`src/rtl/codec_config_sequencer_pkg.sv`:
```
// Shared definitions for the codec configuration sequencer:
// state encoding, table field widths and the default init table.
package codec_config_sequencer_pkg;

    localparam int ADDR_W      = 7;
    localparam int VAL_W       = 9;
    localparam int MAX_ENTRIES = 16;

    localparam logic [3:0] S_IDLE       = 4'd0;
    localparam logic [3:0] S_LOAD       = 4'd1;
    localparam logic [3:0] S_ISSUE      = 4'd2;
    localparam logic [3:0] S_WAIT_START = 4'd3;
    localparam logic [3:0] S_WAIT_DONE  = 4'd4;
    localparam logic [3:0] S_CHECK      = 4'd5;
    localparam logic [3:0] S_NEXT       = 4'd6;
    localparam logic [3:0] S_DONE       = 4'd7;
    localparam logic [3:0] S_FAIL       = 4'd8;

    typedef struct packed {
        logic [ADDR_W-1:0] addr;
        logic [VAL_W-1:0]  val;
    } init_entry_t;

    // Default codec bring-up: reset, power, format, rate, volume, activate.
    function automatic init_entry_t init_entry(input logic [3:0] idx);
        init_entry_t e;
        e = '0;
        case (idx)
            4'd0:    e = '{addr: 7'h0F, val: 9'h000};
            4'd1:    e = '{addr: 7'h06, val: 9'h010};
            4'd2:    e = '{addr: 7'h07, val: 9'h00A};
            4'd3:    e = '{addr: 7'h08, val: 9'h000};
            4'd4:    e = '{addr: 7'h02, val: 9'h079};
            4'd5:    e = '{addr: 7'h03, val: 9'h079};
            4'd6:    e = '{addr: 7'h04, val: 9'h012};
            4'd7:    e = '{addr: 7'h05, val: 9'h000};
            4'd8:    e = '{addr: 7'h06, val: 9'h000};
            4'd9:    e = '{addr: 7'h09, val: 9'h001};
            default: e = '0;
        endcase
        return e;
    endfunction

endpackage

```
`src/rtl/codec_config_sequencer_rom.sv`:
```
// Combinational init table lookup; entries past NUM_REGS read as zero.
module codec_init_rom
    import codec_config_sequencer_pkg::*;
#(
    parameter int NUM_REGS = 10
) (
    input  logic [3:0]  index,
    output init_entry_t entry
);

    localparam logic [4:0] LIMIT = 5'(NUM_REGS);

    always_comb begin
        entry = '0;
        if ({1'b0, index} < LIMIT) begin
            entry = init_entry(index);
        end
    end

endmodule

```
`src/rtl/codec_config_sequencer.sv`:
```
// Walks the codec init table, handing each word to an external
// I2C master with per-word NACK retry and a start timeout.
module codec_config_sequencer
    import codec_config_sequencer_pkg::*;
#(
    parameter int          NUM_REGS      = 10,
    parameter logic [7:0]  DEV_ADDR      = 8'h34,
    parameter int          MAX_RETRY     = 3,
    parameter int          START_TIMEOUT = 1023
) (
    input  logic        inClock,
    input  logic        rst,
    input  logic        start,
    output logic [23:0] i2c_data,
    output logic        i2c_go,
    input  logic        i2c_busy,
    input  logic        i2c_ack,
    output logic [3:0]  index,
    output logic        done,
    output logic        error
);

    localparam int RW = (MAX_RETRY > 0) ? $clog2(MAX_RETRY + 1) : 1;
    localparam int TW = (START_TIMEOUT > 1) ? $clog2(START_TIMEOUT + 1) : 1;
    localparam logic [RW-1:0] RETRY_MAX = RW'(MAX_RETRY);
    localparam logic [TW-1:0] TO_LAST   = TW'(START_TIMEOUT - 1);
    localparam logic [3:0]    LAST_IDX  = 4'(NUM_REGS - 1);

    logic [3:0]    state;
    logic [RW-1:0] retry;
    logic [TW-1:0] timeout;
    logic          start_q;
    logic          ack_q;
    logic          start_rise;
    init_entry_t   entry;

    assign start_rise = start & ~start_q;

    codec_init_rom #(
        .NUM_REGS(NUM_REGS)
    ) u_rom (
        .index(index),
        .entry(entry)
    );

    always_ff @(posedge inClock) begin
        if (rst) begin
            state    <= S_IDLE;
            index    <= '0;
            retry    <= '0;
            timeout  <= '0;
            i2c_go   <= 1'b0;
            i2c_data <= '0;
            done     <= 1'b0;
            error    <= 1'b0;
            ack_q    <= 1'b0;
            start_q  <= 1'b1;
        end else begin
            start_q <= start;
            i2c_go  <= 1'b0;
            case (state)
                S_IDLE, S_DONE, S_FAIL: begin
                    if (start_rise) begin
                        index <= '0;
                        retry <= '0;
                        done  <= 1'b0;
                        error <= 1'b0;
                        state <= S_LOAD;
                    end
                end
                S_LOAD: begin
                    i2c_data <= {DEV_ADDR, entry};
                    i2c_go   <= 1'b1;
                    state    <= S_ISSUE;
                end
                S_ISSUE: begin
                    timeout <= '0;
                    state   <= S_WAIT_START;
                end
                S_WAIT_START: begin
                    if (i2c_busy) begin
                        state <= S_WAIT_DONE;
                    end else if (timeout >= TO_LAST) begin
                        error <= 1'b1;
                        state <= S_FAIL;
                    end else begin
                        timeout <= timeout + 1'b1;
                    end
                end
                S_WAIT_DONE: begin
                    if (!i2c_busy) begin
                        ack_q <= i2c_ack;
                        state <= S_CHECK;
                    end
                end
                S_CHECK: begin
                    if (ack_q) begin
                        state <= S_NEXT;
                    end else if (retry < RETRY_MAX) begin
                        retry  <= retry + 1'b1;
                        i2c_go <= 1'b1;
                        state  <= S_ISSUE;
                    end else begin
                        error <= 1'b1;
                        state <= S_FAIL;
                    end
                end
                S_NEXT: begin
                    if (index == LAST_IDX) begin
                        done  <= 1'b1;
                        state <= S_DONE;
                    end else begin
                        index <= index + 4'd1;
                        retry <= '0;
                        state <= S_LOAD;
                    end
                end
                default: state <= S_IDLE;
            endcase
        end
    end

endmodule

```
`config.mk`:
```
export PLATFORM = sky130hd
export DESIGN_NAME = codec_config_sequencer
export DESIGN_NICKNAME = d
export VERILOG_FILES = /design/src/rtl/codec_config_sequencer_pkg.sv /design/src/rtl/codec_config_sequencer_rom.sv /design/src/rtl/codec_config_sequencer.sv
export SDC_FILE = /design/constraint.sdc
export NUM_CORES = 1
export LEC_CHECK = 0
export CAP_MARGIN = 10
export CORE_MARGIN = 2
export CORE_UTILIZATION = 58
export CTS_CLUSTER_DIAMETER = 50
export DETAILED_ROUTE_END_ITERATION = 8
export GPL_TIMING_DRIVEN = 0
export PLACE_DENSITY = 0.84
export SYNTH_ARGS = -nofsm -noshare
export SYNTH_HDL_FRONTEND = slang
export SYNTH_HIERARCHICAL = 1
export SYNTH_SLANG_ARGS = --single-unit
```
`constraint.sdc`:
```
create_clock -name inClock -period 2.9 [get_ports inClock]
set_clock_uncertainty 0.1 [all_clocks]
set_input_delay 0.58 -clock inClock [delete_from_list [all_inputs] [get_ports inClock]]
set_output_delay 0.58 -clock inClock [all_outputs]
set_load 0.1 [all_outputs]
```
==> reports/results.ini <==
[run_status]
outcome = complete, no violations

[global_route]
gr-usage-met2 = 0.3848
use_met1 = 0.2891
grt-ovfl-total = 0
grt.total_usage = 0.2317
grt_max_degree = 16
grt_use_met3 = 0.05333
grt_pass1_wl_mm = 8.031
grt_pass1_vias = 1792
top_usage_layer = met2
antenna_found_initial = 0

[detailed_routing]
vias = 2108
ant_nets = 0
wl_mm = 5.026
wl_per_cell_um = 13.19
firstDrtPassIters = 5
drt_iter0_drc = 146
remaining_drc_errors = 0
via_per_inst = 5.533

[synthesis]
synth_top_area_cell = dfxtp_1
yosysWarningCount = 6
syn-cell-area_um2 = 2340
ys_seq_elements = 42
seq_area_frac_synth = 0.3594
async_reset_ff_frac = 0
synthTopCellsByArea = dfxtp_1, a21oi_1, nand2_1
yosys_most_used_dff = dfxtp_1
synth_top_area_frac = 0.3594
ys_types = 50
syn_inst = 285
synth_edf_count = 0
avgSynthCellArea_um2 = 8.210

[power_and_ir_drop]
p_per_area_nw_per_um2 = 863.9
ir_drop_mv = 0.8057
p_leak_nw = 1.110

[flow_run]
drv_cap = 0

[setup_path]
critical_path.cell_chain = clkdlybuf4s50_1
cp_slowest_cell = clkdlybuf4s50_1
r2r-start = index[1]$_SDFFE_PP0P_
worstSetupStartpointType = register
r2r_setup_slack_ns = 0.79
end_kind = output port
r2r_end = retry[1]$_SDFFE_PP0P_
reg2reg_depth = 7
crit_family = buffers and inverters
cpPeakStageDelay_ns = 1.22
path_class = register to output port
worst-endpoint-required_ns = 2.22
worst-path-max-fanout = 15
arrival_ns = 2.11
worst-path-buf-inv = 1

[sta]
max_clock_freq_ghz = 0.3583
slew_violations = 0
finalSetupViolations = 0
finalSetupTns_ns = 0
period_share = 0.9624
tightestPinTransition_ns = 0.9720
post-route-min-period_ns = 2.791
rsz0062_at_grt = no
hold_viol_final = 0
maxSlewHeadroom = 0.3500

[clocking]
insertion_delay_ns = 0.30
holdBufCountCts = 0
root_buffer = clkbuf_8
cts_tree = yes
clkTransAtPathRegs_ns = 0.08
cts_max_level = 2
clockBufferDepth = 2
clkSinkCount = 42
cts_resized = 0
postCtsSetupBuffers = 0
cts_buffers = 5

[die]
top_level_ports = 36
start_util = 0.5935
num_rows = 23
die_area_um2 = 4558
coreArea_um2 = 3943
die_h_um = 67.52
die-width_um = 67.52

[min_path]
min_path_type = register to register
min_from = i2c_data[1]$_SDFFE_PP0P_
whs_endpoint = i2c_data[1]$_SDFFE_PP0P_
min_path_cells = 2

[placed_design]
place_area_um2 = 2726
gp_congestion = 0.8935
dp.final_hpwl_mm = 3.492
numPortBuffers = 29

[finish]
fin_util = 0.7277
regArea_um2 = 840.8
multi_input_area_um2 = 1315
fill_cells = 307
design_area_um2 = 2869
antennaDiodeCount = 0
layout-drive-gt1-share = 0.1178
nets = 344
syn_to_final_growth_pct = 22.62

-- layer usage --
layer / wire, um / part of all wire
met4: 82 / 0.016
met1: 2261 / 0.45
met2: 2415 / 0.48
met3: 266 / 0.053
met5: 0 / 0
-- layout make-up --
| cell class | instances | area share |
|---|---|---|
| Sequential cell | 42 | 0.2931 |
| Timing Repair Buffer | 29 | 0.1012 |
| Clock inverter | 2 | 0.02093 |
| Multi-Input combinational cell | 216 | 0.4584 |
| Inverter | 9 | 0.01177 |
| Buffer | 27 | 0.06411 |
| Tap cell | 50 | 0.02181 |
| Clock buffer | 6 | 0.02878 |
-- per-stage QoR --
| stage | setup slack, ns | std cells | hold slack (ns) | power [mW] |
|---|---|---|---|---|
| 6_report | 0.1091 | 381 | 0.3545 | 2.478 |
| 5_1_grt | 0.01782 | 381 | 0.3704 | 2.590 |
| 4_1_cts | 0.1045 | 381 | 0.3570 | 2.484 |
| 3_5_place_dp | 0.4367 | 373 | 0.3456 | 1.908 |
| 3_3_place_gp | 0.4354 | 373 | 0.3410 | 1.894 |
| 2_1_floorplan | 0.3785 | 294 | 0.3540 | 1.673 |
-- kinds of logic (layout without fill, tap and decap cells) --
group | Yosys count | in the layout | share of synthesized area
compound gates | 59 | 59 | 0.1599
fa+ha+maj | 9 | 9 | 0.04813
flops | 42 | 42 | 0.3594
mux | 4 | 4 | 0.01711
xor+xnor | 6 | 6 | 0.02246
buf+inv | 36 | 73 | 0.09304
simple gates | 127 | 127 | 0.2968
other cells | 2 | 11 | 0.003210
-- state kept, by name, summed over array words and instances, names as in the netlist --
register,cells
index,4
start_q,1
i2c_go,1
timeout,10
retry,2
ack_q,1
error,1
i2c_data,17
done,1
state,4
-- Yosys cell counts, types with 2 or more instances --
cell type / number
mux2i_1: 4
dfxtp_1: 42
nand4bb_1: 4
nand4_1: 3
a31oi_1: 2
and4_1: 2
nand2_1: 39
clkbuf_1: 5
nor2b_1: 9
a211oi_1: 3
o21ai_0: 4
conb_1: 2
and3_1: 5
nor2_1: 30
buf_6: 2
nor3b_1: 2
a21oi_1: 31
inv_1: 9
ha_1: 9
nand4b_1: 2
xor2_1: 6
nand3b_1: 5
buf_4: 17
a21o_1: 3
nor4_1: 2
or3_1: 5
nand2b_1: 5
o211ai_1: 6
nand3_1: 3
buf_2: 3
or2_1: 2
-- placed cells by master, fill, tap and decap left out, drive strengths merged, types with 2 or more instances in the layout --
cell type,instances
mux2i,4
bufinv,2
nand4b,2
nand2b,5
and4,2
dfxtp,42
nor3b,3
or3,6
xor2,6
a211oi,4
ha,9
o211ai,6
inv,9
a21oi,31
nand4bb,5
or2,3
clkbuf,11
nand2,39
and3,5
nand4,4
buf,22
a21o,3
clkdlybuf4s50,29
nand3,3
nor2b,9
conb,11
o21ai,5
a31oi,2
nor4,2
nor2,30
nand3b,5
-- worst max path at each step --
| stage | slack, ns | to | start | cells after the start |
|---|---|---|---|---|
| floorplan | 0.38 | index[1]$_SDFFE_PP0P_ | index[1]$_SDFFE_PP0P_ | 7 |
| global placement | 0.44 | index[1] | index[1]$_SDFFE_PP0P_ | 1 |
| detailed placement | 0.44 | index[1] | index[1]$_SDFFE_PP0P_ | 1 |
| CTS | 0.10 | index[1] | index[1]$_SDFFE_PP0P_ | 1 |
| global route | 0.02 | index[1] | index[1]$_SDFFE_PP0P_ | 1 |
| finish | 0.11 | index[1] | index[1]$_SDFFE_PP0P_ | 1 |
-- report_power, final --
group	switching, mW	internal, mW	leakage, nW
sequential	0.0595	0.657	0.341
combinational	0.859	0.330	0.698
clock	0.206	0.367	0.0714
total	1.12	1.35	1.11
Power figures use the tool's default switching activity.
